--- src/rtl/reg_bank_pkg.sv ---
// Shared defaults and the clear-sequencer state type for the register bank.
package reg_bank_pkg;

    localparam int DEF_DATA_W   = 8;
    localparam int DEF_NUM_REGS = 16;
    localparam int DEF_ADDR_W   = 5;

    typedef enum logic {
        IDLE  = 1'b0,
        CLEAR = 1'b1
    } clr_state_e;

endpackage

--- src/rtl/reg_bank_if.sv ---
// Request/response bundle of the register bank: one write port, two read ports, bulk clear.
interface reg_bank_if
    import reg_bank_pkg::*;
#(
    parameter int ADDR_W = DEF_ADDR_W,
    parameter int DATA_W = DEF_DATA_W
);

    logic              wr_en;
    logic [ADDR_W-1:0] wr_addr;
    logic [DATA_W-1:0] wr_data;
    logic              rd_en;
    logic [ADDR_W-1:0] rs_addr;
    logic [ADDR_W-1:0] rt_addr;
    logic [DATA_W-1:0] rs_data;
    logic [DATA_W-1:0] rt_data;
    logic              rd_valid;
    logic              clr_req;
    logic              busy;
    logic              wr_drop;
    logic              addr_err;

    modport master (
        output wr_en, wr_addr, wr_data, rd_en, rs_addr, rt_addr, clr_req,
        input  rs_data, rt_data, rd_valid, busy, wr_drop, addr_err
    );

    modport slave (
        input  wr_en, wr_addr, wr_data, rd_en, rs_addr, rt_addr, clr_req,
        output rs_data, rt_data, rd_valid, busy, wr_drop, addr_err
    );

endinterface

--- src/rtl/reg_bank_clr_seq.sv ---
// Bulk-clear sequencer: walks entries 1..NUM_REGS, one per clock, while busy.
module reg_bank_clr_seq
    import reg_bank_pkg::*;
#(
    parameter int NUM_REGS = DEF_NUM_REGS,
    parameter int ADDR_W   = DEF_ADDR_W
) (
    input  logic              clk,
    input  logic              rst_n,
    input  logic              clr_req,
    output logic              busy,
    output logic              clr_en,
    output logic [ADDR_W-1:0] clr_addr
);

    clr_state_e        state_q, state_d;
    logic [ADDR_W-1:0] cnt_q, cnt_d;

    always_ff @(posedge clk or negedge rst_n) begin
        if (!rst_n) begin
            state_q <= IDLE;
            cnt_q   <= '0;
        end else begin
            state_q <= state_d;
            cnt_q   <= cnt_d;
        end
    end

    // clr_req is only looked at in IDLE, so a request during CLEAR is dropped.
    always_comb begin
        state_d = state_q;
        cnt_d   = cnt_q;
        unique case (state_q)
            IDLE: begin
                if (clr_req) begin
                    state_d = CLEAR;
                    cnt_d   = ADDR_W'(1);
                end
            end
            CLEAR: begin
                if (cnt_q == ADDR_W'(NUM_REGS)) begin
                    state_d = IDLE;
                    cnt_d   = '0;
                end else begin
                    cnt_d = cnt_q + ADDR_W'(1);
                end
            end
            default: begin
                state_d = IDLE;
                cnt_d   = '0;
            end
        endcase
    end

    always_comb begin
        busy     = (state_q == CLEAR);
        clr_en   = (state_q == CLEAR);
        clr_addr = cnt_q;
    end

endmodule

--- src/rtl/reg_bank.sv ---
// Two-read/one-write register bank with hardwired-zero address 0, write bypass
// and a sequenced bulk clear.
module reg_bank
    import reg_bank_pkg::*;
#(
    parameter int DATA_W   = DEF_DATA_W,
    parameter int NUM_REGS = DEF_NUM_REGS,
    parameter int ADDR_W   = DEF_ADDR_W
) (
    input  logic      clk,
    input  logic      rst_n,
    reg_bank_if.slave bus
);

    if (NUM_REGS > (2 ** ADDR_W) - 1) begin : g_addr_chk
        $error("reg_bank: ADDR_W=%0d cannot encode NUM_REGS=%0d", ADDR_W, NUM_REGS);
    end

    logic [DATA_W-1:0] mem_q [1:NUM_REGS];
    logic [DATA_W-1:0] mem_d [1:NUM_REGS];
    logic [DATA_W-1:0] rs_data_q, rs_data_d;
    logic [DATA_W-1:0] rt_data_q, rt_data_d;
    logic [DATA_W-1:0] rs_sel, rt_sel;
    logic              rd_valid_q, rd_valid_d;
    logic              wr_drop_q, wr_drop_d;
    logic              addr_err_q, addr_err_d;
    logic              busy, clr_en;
    logic [ADDR_W-1:0] clr_addr;
    logic              wr_ok, wr_acc;

    function automatic logic in_range(input logic [ADDR_W-1:0] a);
        return (a != '0) && (a <= ADDR_W'(NUM_REGS));
    endfunction

    function automatic logic out_range(input logic [ADDR_W-1:0] a);
        return a > ADDR_W'(NUM_REGS);
    endfunction

    reg_bank_clr_seq #(
        .NUM_REGS (NUM_REGS),
        .ADDR_W   (ADDR_W)
    ) u_clr_seq (
        .clk      (clk),
        .rst_n    (rst_n),
        .clr_req  (bus.clr_req),
        .busy     (busy),
        .clr_en   (clr_en),
        .clr_addr (clr_addr)
    );

    // Address 0 and out-of-range addresses match no entry and read as zero.
    always_comb begin
        rs_sel = '0;
        rt_sel = '0;
        for (int i = 1; i <= NUM_REGS; i++) begin
            if (bus.rs_addr == ADDR_W'(i)) rs_sel = mem_q[i];
            if (bus.rt_addr == ADDR_W'(i)) rt_sel = mem_q[i];
        end
    end

    always_comb begin
        wr_ok  = bus.wr_en && in_range(bus.wr_addr);
        wr_acc = wr_ok && !busy;

        rs_data_d = rs_data_q;
        rt_data_d = rt_data_q;
        if (bus.rd_en) begin
            rs_data_d = (wr_acc && (bus.wr_addr == bus.rs_addr)) ? bus.wr_data : rs_sel;
            rt_data_d = (wr_acc && (bus.wr_addr == bus.rt_addr)) ? bus.wr_data : rt_sel;
        end
        rd_valid_d = bus.rd_en;
        wr_drop_d  = wr_ok && busy;
        addr_err_d = (bus.rd_en && (out_range(bus.rs_addr) || out_range(bus.rt_addr)))
                   || (bus.wr_en && out_range(bus.wr_addr));
    end

    // Writes are blocked while busy, so a write and a clear never hit the same entry.
    always_comb begin
        mem_d = mem_q;
        for (int i = 1; i <= NUM_REGS; i++) begin
            if (wr_acc && (bus.wr_addr == ADDR_W'(i))) mem_d[i] = bus.wr_data;
            if (clr_en && (clr_addr == ADDR_W'(i)))    mem_d[i] = '0;
        end
    end

    always_ff @(posedge clk or negedge rst_n) begin
        if (!rst_n) begin
            for (int i = 1; i <= NUM_REGS; i++) mem_q[i] <= '0;
            rs_data_q  <= '0;
            rt_data_q  <= '0;
            rd_valid_q <= 1'b0;
            wr_drop_q  <= 1'b0;
            addr_err_q <= 1'b0;
        end else begin
            mem_q      <= mem_d;
            rs_data_q  <= rs_data_d;
            rt_data_q  <= rt_data_d;
            rd_valid_q <= rd_valid_d;
            wr_drop_q  <= wr_drop_d;
            addr_err_q <= addr_err_d;
        end
    end

    assign bus.rs_data  = rs_data_q;
    assign bus.rt_data  = rt_data_q;
    assign bus.rd_valid = rd_valid_q;
    assign bus.busy     = busy;
    assign bus.wr_drop  = wr_drop_q;
    assign bus.addr_err = addr_err_q;

endmodule

--- src/flat_wrapper.sv ---
// flat-port wrapper written by rule: the top's interface ports become plain ports
module reg_bank_flat import reg_bank_pkg::*;
#(
    parameter int DATA_W   = DEF_DATA_W,
    parameter int NUM_REGS = DEF_NUM_REGS,
    parameter int ADDR_W   = DEF_ADDR_W
)
  (clk, rst_n, bus_wr_en, bus_wr_addr, bus_wr_data, bus_rd_en, bus_rs_addr, bus_rt_addr, bus_clr_req, bus_rs_data, bus_rt_data, bus_rd_valid, bus_busy, bus_wr_drop, bus_addr_err);
  reg_bank_if #(.ADDR_W(ADDR_W), .DATA_W(DATA_W)) bus_i ();
  input  logic clk;
  input  logic rst_n;
  input wire logic [$bits(bus_i.wr_en)-1:0] bus_wr_en;
  input wire logic [$bits(bus_i.wr_addr)-1:0] bus_wr_addr;
  input wire logic [$bits(bus_i.wr_data)-1:0] bus_wr_data;
  input wire logic [$bits(bus_i.rd_en)-1:0] bus_rd_en;
  input wire logic [$bits(bus_i.rs_addr)-1:0] bus_rs_addr;
  input wire logic [$bits(bus_i.rt_addr)-1:0] bus_rt_addr;
  input wire logic [$bits(bus_i.clr_req)-1:0] bus_clr_req;
  output wire logic [$bits(bus_i.rs_data)-1:0] bus_rs_data;
  output wire logic [$bits(bus_i.rt_data)-1:0] bus_rt_data;
  output wire logic [$bits(bus_i.rd_valid)-1:0] bus_rd_valid;
  output wire logic [$bits(bus_i.busy)-1:0] bus_busy;
  output wire logic [$bits(bus_i.wr_drop)-1:0] bus_wr_drop;
  output wire logic [$bits(bus_i.addr_err)-1:0] bus_addr_err;
  assign bus_i.wr_en = bus_wr_en;
  assign bus_i.wr_addr = bus_wr_addr;
  assign bus_i.wr_data = bus_wr_data;
  assign bus_i.rd_en = bus_rd_en;
  assign bus_i.rs_addr = bus_rs_addr;
  assign bus_i.rt_addr = bus_rt_addr;
  assign bus_i.clr_req = bus_clr_req;
  assign bus_rs_data = bus_i.rs_data;
  assign bus_rt_data = bus_i.rt_data;
  assign bus_rd_valid = bus_i.rd_valid;
  assign bus_busy = bus_i.busy;
  assign bus_wr_drop = bus_i.wr_drop;
  assign bus_addr_err = bus_i.addr_err;
  reg_bank #(.DATA_W(DATA_W), .NUM_REGS(NUM_REGS), .ADDR_W(ADDR_W)) u_core (.clk(clk), .rst_n(rst_n), .bus(bus_i));
endmodule
--- config.mk ---
export PLATFORM = sky130hd
export DESIGN_NAME = reg_bank_flat
export DESIGN_NICKNAME = d
export VERILOG_FILES = /design/src/rtl/reg_bank_pkg.sv /design/src/rtl/reg_bank_if.sv /design/src/rtl/reg_bank_clr_seq.sv /design/src/rtl/reg_bank.sv /design/src/flat_wrapper.sv
export SDC_FILE = /design/constraint.sdc
export NUM_CORES = 1
export LEC_CHECK = 0
export CORE_UTILIZATION = 50
export CTS_BUF_LIST = sky130_fd_sc_hd__clkbuf_16
export DETAILED_ROUTE_END_ITERATION = 8
export DONT_BUFFER_PORTS = 1
export GPL_ROUTABILITY_DRIVEN = 0
export MAX_ROUTING_LAYER = met4
export PLACE_DENSITY = 0.68
export SYNTH_ARGS = -nofsm -noshare
export SYNTH_HDL_FRONTEND = slang
export SYNTH_SLANG_ARGS = --single-unit
--- constraint.sdc ---
create_clock -name clk -period 2 [get_ports clk]
set_clock_uncertainty 0.2 [all_clocks]
set_input_delay 0.4 -clock clk [delete_from_list [all_inputs] [get_ports clk]]
set_output_delay 0.4 -clock clk [all_outputs]
set_load 0.01 [all_outputs]
==> results by group, run 1 <==
Clock network
  • Clk_lat worst skew: 0.45 ns
  • Worst-path clk slew: 0.07 ns
  • Root Buffer: clkbuf_16
  • CTS Buf Count: 17
  • Clock Path Buffers: 2
  • Hold_buf cts: 11
  • H-tree depth: 4
  • TritonCTS clock tree: yes
  • Clock sinks: 153

Finish
  • Share of post-route cells with drive strength above 1: 24.05%
  • Final instance area: 0.01126 sq mm
  • Storage cell area: 0.003829 sq mm
  • # nets final: 1099
  • Layout area overhead: 23.33%
  • Commonest non-fill, non-tap cell in the layout: dfrtp_1
  • Multi-input gate area: 0.005194 sq mm
  • Most frequent cells in the layout: dfrtp_1, buf_4, a22o_1, nand2_1
  • # fillers: 1414

Setup path
  • CP arrival: 2.48 ns
  • Crit-path max FO: 5
  • CP Capture Type: flip-flop
  • Crit path kind: input pin to flip-flop
  • Crit path launch type: input pin
  • CP required: 2.12 ns

Timing
  • Hold WS: -0.5609 ns
  • Max Fclk: 423.1 MHz
  • Final worst-path cycle share: 118.2%
  • Final period demand of the worst path: 2.363 ns
  • Worst Tran Pin Value: 1.207 ns
  • Setup TNS: -31.04 ns
  • Worst slew margin: 19.29%
  • Final setup fails: 136
  • Max Slew Vio Count: 0
  • Setup WS post-layout: -0.3633 ns
  • Setup repair after global routing missed its margin: true
  • Fin. Hold Viols: 167

Pwr
  • Clk network pwr share: 36.9%
  • Pwr Density: 781.1 mW/mm^2
  • Sw Share: 32.05%
  • Pint: 5.976 mW
  • Worst VDD drop: 0.9045 mV
  • Comb power frac: 21.7%
  • Tot Pwr: 8.794 mW
  • Net switching power of the design: 2.819 mW
  • Sequential share of power: 41.4%
  • LEAKAGE: 4.855 nW

Synthesis
  • Post-synth top area cell: dfrtp_1
  • Sequential cell area fraction in the yosys report: 41.94%
  • Post-Syn Area per Cell: 9.411 sq um
  • Number of synthesized flops with an enable pin: 0
  • Mapped Cells: 970
  • Post-synth top flop: dfrtp_1
  • Top cells by area, synth: dfrtp_1, a22o_1, a21oi_1, o21ai_0, nand2_1
  • Synthesis-stage register bit count: 153
  • Synth Cell Area: 0.009129 sq mm
  • Share of the synthesized area in the top cell type: 41.94%
  • Distinct cells, synth: 86
  • Syn Nets: 1005
  • Async set-reset flop share out of synthesis: 100.0%
  • Syn. warnings: 0

Drt
  • Wirelength per Cell: 27.43 um
  • Via Count: 9190
  • Post-route DRC violation count: 0
  • Vias/cell: 7.015
  • WL final: 35930 um
  • Post-route ant nets: 0
  • First-pass DRT Iterations: 9
  • Initial DRC Count: 1320

Placed design
  • DP Area: 0.01018 sq mm
  • DP HPWL: 24030 um
  • Port Buf Inserts: 0

Floorplan
  • Num rows: 49
  • Initial core utilization: 50.99%
  • Die area: 0.01880 sq mm
  • I/O pins: 48
  • Core area: 0.01790 sq mm
  • Die height: 137.1 um
  • Die Span X: 137.1 um

Global routing
  • GRT overflow: 0
  • First-pass GRT wire length: 53540 um
  • Largest net degree at the start of global routing: 154
  • Vias in the first global route: 8654
  • Initial antenna violation count: 3
  • GRT Total Usage: 40.64%

Status
  • Status: finished with violations
  • Failing checks: negative hold slack, negative setup slack

Worst hold path
  • Worst Hold Class: input pin to asynchronous set/reset pin

Flow run
  • Max Cap Violations: 0
[kinds of logic after synthesis]
family / after synthesis / synth area share, %
fa+ha+maj: 7 / 0.9594
buf+inv: 105 / 5.510
compound gates: 383 / 30.33
flops: 153 / 41.94
simple gates: 277 / 15.97
mux: 34 / 4.235
xor+xnor: 11 / 1.055
[worst max-delay path, cell delays in order]
cell	delay, ns
or4_4	0.54
ha_4	0.30
nand2_4	0.05
or2_4	0.24
or4_4	0.48
or3_1	0.33
o21ai_1	0.08
a21oi_1	0.05
[cells in the mapped netlist, types with 6 or more instances]
cell / n
o2bb2ai_1: 8
a211oi_1: 8
nor3_1: 14
mux2_2: 7
a21oi_1: 64
a22o_1: 114
buf_6: 7
nand2_1: 76
or3_1: 15
xnor2_1: 6
nor2_2: 6
and2_1: 12
a31oi_1: 21
nand4_1: 8
nand2b_1: 16
a22oi_1: 11
o221ai_1: 10
o31ai_1: 6
o22ai_1: 17
dfrtp_1: 153
ha_1: 7
buf_1: 6
inv_1: 20
buf_2: 30
o21ai_0: 62
nand3_1: 9
nor2b_1: 13
mux2i_1: 24
nor2_1: 60
clkbuf_1: 35
o32ai_1: 8
a2111oi_0: 6
[repair_timing]
item / in CTS / in global routing
pin swaps: 16 / 15
cloned: 1 / 0
endpoints found under the hold margin: 304 / 166
gates resized for setup: 47 / 31
setup endpoints to repair: 136 / 147
setup buffers: 6 / 2
[cell type report]
cell class,instances,share of cell area (%)
Multi-Input combinational cell,712,46.13
Sequential cell,153,34.01
Timing Repair Buffer,158,11.37
Clock buffer,17,3.779
Tap cell,229,2.545
Clock inverter,15,1.345
Inverter,22,0.7335
Antenna cell,4,0.08891
[path summary, 6_finish.rpt]
kind | start | endpoint | slack, ns | cells past startpoint
max | bus_wr_addr[1] | u_core.bus.rs_data[4]$_DFFE_PN0P_ | -0.36 | 8
min | rst_n | u_core.mem_q[89]$_DFFE_PN0P_ | -0.56 | 0
max reg2reg | u_core.mem_q[35]$_DFFE_PN0P_ | u_core.bus.rs_data[3]$_DFFE_PN0P_ | -0.11 | 6
min reg2reg | u_core.mem_q[83]$_DFFE_PN0P_ | u_core.mem_q[83]$_DFFE_PN0P_ | 0.34 | 1
max in group asynchronous | rst_n | u_core.mem_q[26]$_DFFE_PN0P_ | 2.00 | 0
min in group clk | bus_rd_en | u_core.bus.rd_valid$_DFF_PN0_ | -0.22 | 0
[sequential cells by signal (all words and copies together) (netlist names)]
name and flops:
u_core.bus.addr_err 1, u_core.bus.wr_drop 1, u_core.u_clr_seq.busy 1, u_core.bus.rd_valid 1
u_core.u_clr_seq.clr_addr 5, u_core.bus.rs_data 8, u_core.bus.rt_data 8, u_core.mem_q 128
[per-layer routing]
metal / global-route usage, % / vias up / share of wire, %
met5: - / - / 0
met4: 20.27 / 0 / 5.6
met3: 13.56 / 161 / 13
met2: 54.74 / 710 / 41
met1: 53.92 / 4414 / 40
li1: - / 3905 / -
[through the flow]
step	cells	utilization, %	worst slack (ns)	hold slack [ns]
floorplan	970	-	-0.8099	-0.09559
finish	1310	62.89	-0.3633	-0.5609
CTS	1304	62.00	-0.3574	-0.5462
global placement	1256	56.89	-0.7782	-0.08288
detailed placement	1256	56.89	-0.7999	-0.08417
global route	1310	62.89	-0.4404	-0.5598
[power by group through the flow]
stage / clock network [mW] / logic, mW / registers [mW]
global placement: 0 / 1.54 / 3.66
CTS: 3.23 / 1.78 / 3.62
global route: 3.36 / 2.04 / 3.66
finish: 3.25 / 1.91 / 3.64
floorplan: 0 / 1.18 / 3.53
detailed placement: 0 / 1.57 / 3.66
Power figures use the tool's default switching activity.
==> run 2: changes to the inputs <==
--- a/config.mk
+++ b/config.mk
@@ -10,6 +10,7 @@
 export DETAILED_ROUTE_END_ITERATION = 8
 export DONT_BUFFER_PORTS = 1
 export GPL_ROUTABILITY_DRIVEN = 0
+export HOLD_SLACK_MARGIN = 0.05
 export MAX_ROUTING_LAYER = met4
 export PLACE_DENSITY = 0.68
 export SYNTH_ARGS = -nofsm -noshare
==> constraint.sdc (replaced) <==
create_clock -name clk -period 2 [get_ports clk]
set_clock_uncertainty 0.2 [all_clocks]
set_input_delay 0.2 -clock clk [delete_from_list [all_inputs] [get_ports clk]]
set_output_delay 0.2 -clock clk [all_outputs]
set_load 0.005 [all_outputs]
==> results by group, run 2 (synthesis gave the netlist of run 1 again) <==
Timing
  • Setup WS post-layout: -0.1586 ns (+0.2047 ns)
  • Worst Tran Pin Value: 1.258 ns (+0.05153 ns)
  • Setup TNS: -2.635 ns (+28.41 ns)
  • Final period demand of the worst path: 2.159 ns (-0.2047 ns)
  • Fin. Hold Viols: 191 (+14%)
  • Hold WS: -0.7528 ns (-0.1919 ns)
  • Setup repair after global routing missed its margin: true
  • Max Slew Vio Count: 0 (unchanged)
  • Final worst-path cycle share: 107.9% (-10 points)
  • Worst slew margin: 15.84% (-3.4 points)
  • Final setup fails: 41 (-70%)
  • Max Fclk: 463.3 MHz (+9.5%)

Global routing
  • Vias in the first global route: 8453 (-2.3%)
  • Initial antenna violation count: 2 (-1)
  • First-pass GRT wire length: 53060 um (-0.89%)
  • GRT Total Usage: 40.28% (-0.36 points)
  • Largest net degree at the start of global routing: 154 (unchanged)
  • GRT overflow: 0 (unchanged)

Placed design
  • Inst Count DP: 1230 (-2.1%)
  • Pre-CTS worst setup slack: -0.5919 ns (+0.2080 ns)
  • DP HPWL: 24030 um (about the same)
  • Port Buf Inserts: 0 (unchanged)

Drt
  • Initial DRC Count: 1578 (+20%)
  • Met2 wire length: 14410 um (-3.1%)
  • Wirelength per Cell: 27.74 um (+1.1%)
  • DR top layer: met4
  • Post-Route M1 WL: 14080 um (-0.96%)
  • Post-route ant nets: 0 (unchanged)
  • Post-route DRC violation count: 0 (unchanged)
  • WL met3: 4857 um (+0.43%)
  • WL final: 35480 um (-1.3%)
  • Vias/cell: 7.109 (+1.3%)
  • First-pass DRT Iterations: 6 (-3)
  • Via Count: 9093 (-1.1%)

Setup path
  • Crit path launch type: input pin
  • Crit path kind: input pin to flip-flop
  • CP Capture Type: flip-flop
  • CP required: 2.12 ns (about the same)
  • CP arrival: 2.28 ns (-0.20 ns)
  • Worst R2R Setup Slack: 0.02 ns (+0.13 ns)
  • Slowest-stage cell, CP: or4_4
  • Critical Path Max Stage Delay: 0.54 ns (about the same)
  • Worst path most repeated cell: or4_4
  • Critical Path, Cell by Cell: or4_4 -> ha_4 -> nand2_4 -> or2_4 -> or4_4 -> or3_1 -> o21ai_1 -> a21oi_1
  • Crit-path max FO: 5 (unchanged)

Floorplan
  • Num rows: 49 (unchanged)
  • Die Span X: 137.1 um (unchanged)
  • Initial core utilization: 50.99% (unchanged)
  • Die height: 137.1 um (unchanged)
  • Core area: 0.01790 sq mm (unchanged)
  • Die area: 0.01880 sq mm (unchanged)
  • I/O pins: 48 (unchanged)

Pwr
  • Worst VDD drop: 0.8034 mV (-11%)
  • Tot Pwr: 8.635 mW (-1.8%)
  • LEAKAGE: 4.679 nW (-3.6%)
  • Pwr Density: 792.3 mW/mm^2 (+1.4%)

Clock network
  • Worst-path clk slew: 0.07 ns (about the same)
  • CTS Buf Count: 17 (unchanged)
  • H-tree depth: 4 (unchanged)
  • Clock Path Buffers: 2 (unchanged)
  • Hold_buf cts: 14 (+3)
  • Root Buffer: clkbuf_16
  • Clk_lat worst skew: 0.44 ns (about the same)
  • Clock sinks: 153 (unchanged)
  • TritonCTS clock tree: yes

Finish
  • Most frequent cells in the layout: dfrtp_1, a22o_1, buf_4, nand2_1, a21oi_1
  • Commonest non-fill, non-tap cell in the layout: dfrtp_1
  • # nets final: 1070 (-2.6%)
  • Share of post-route cells with drive strength above 1: 21.47% (-2.6 points)
  • Max reg flops: 128 (unchanged)
  • Largest reg by FF count: u_core.mem_q
  • Layout area overhead: 19.39%
  • Non-Filler Instances: 1279 (-2.4%)

Flow run
  • Max Cap Violations: 0 (unchanged)

Status
  • Failing checks: negative hold slack, negative setup slack
  • Status: finished with violations

Worst hold path
  • Worst Hold Class: input pin to asynchronous set/reset pin
[run 2: final cells by class]
cell class	count	area, sq um
Antenna cell	2	5.005
Clock buffer	17	425.4
Clock inverter	15	166.4
Fill cell	1523	7003
Inverter	22	82.58
Multi-Input combinational cell	712	5051
Sequential cell	153	3830
Tap cell	229	286.5
Timing Repair Buffer	129	1052
[run 2: what timing repair did]
item / in CTS / in global routing
gates resized for setup: 10 / 31
endpoints found under the setup margin: 68 / 129
hold endpoints to repair: 306 / 207
pin swaps: 1 / 7
setup buffers: 0 / 1
[run 2: metrics by stage]
step                cell area (sq um)  utilization, %
floorplan                        9274               -
global placement                10000           55.87
detailed placement              10000           55.87
CTS                             10780           60.22
global route                    10900           60.88
finish                          10900           60.88
[run 2: routing by layer]
metal / up-vias / GRT usage (%)
li1: 3853 / -
met1: 4349 / 53.58
met2: 730 / 53.87
met3: 161 / 12.96
met4: 0 / 21.37
met5: - / -
[run 2: final timing paths]
check / from / to / depth (start not counted)
max in group asynchronous: rst_n / u_core.mem_q[19]$_DFFE_PN0P_ / 0
worst max-delay path: bus_wr_addr[1] / u_core.bus.rs_data[2]$_DFFE_PN0P_ / 8
worst max register to register: u_core.mem_q[33]$_DFFE_PN0P_ / u_core.bus.rt_data[1]$_DFFE_PN0P_ / 7
worst min register to register: u_core.bus.rt_data[7]$_DFFE_PN0P_ / u_core.bus.rt_data[7]$_DFFE_PN0P_ / 1
worst min-delay path: rst_n / u_core.mem_q[87]$_DFFE_PN0P_ / 0
min in group clk: bus_rd_en / u_core.bus.rd_valid$_DFF_PN0_ / 0
[run 2: critical path, delay by kind of cell]
kind | cells | cell delay (ns)
adders and majority gates | 1 | 0.30
AOI/OAI and AO/OA | 2 | 0.13
and+or+nand+nor | 5 | 1.63
[run 2: power by group]
group          switching, mW  total, mW  leakage (nW)  internal, mW
registers              0.299       3.63          2.10          3.33
logic                  0.983       1.71          2.30         0.731
clock network           1.43       3.29         0.281          1.86
total                   2.71       8.64          4.68          5.92
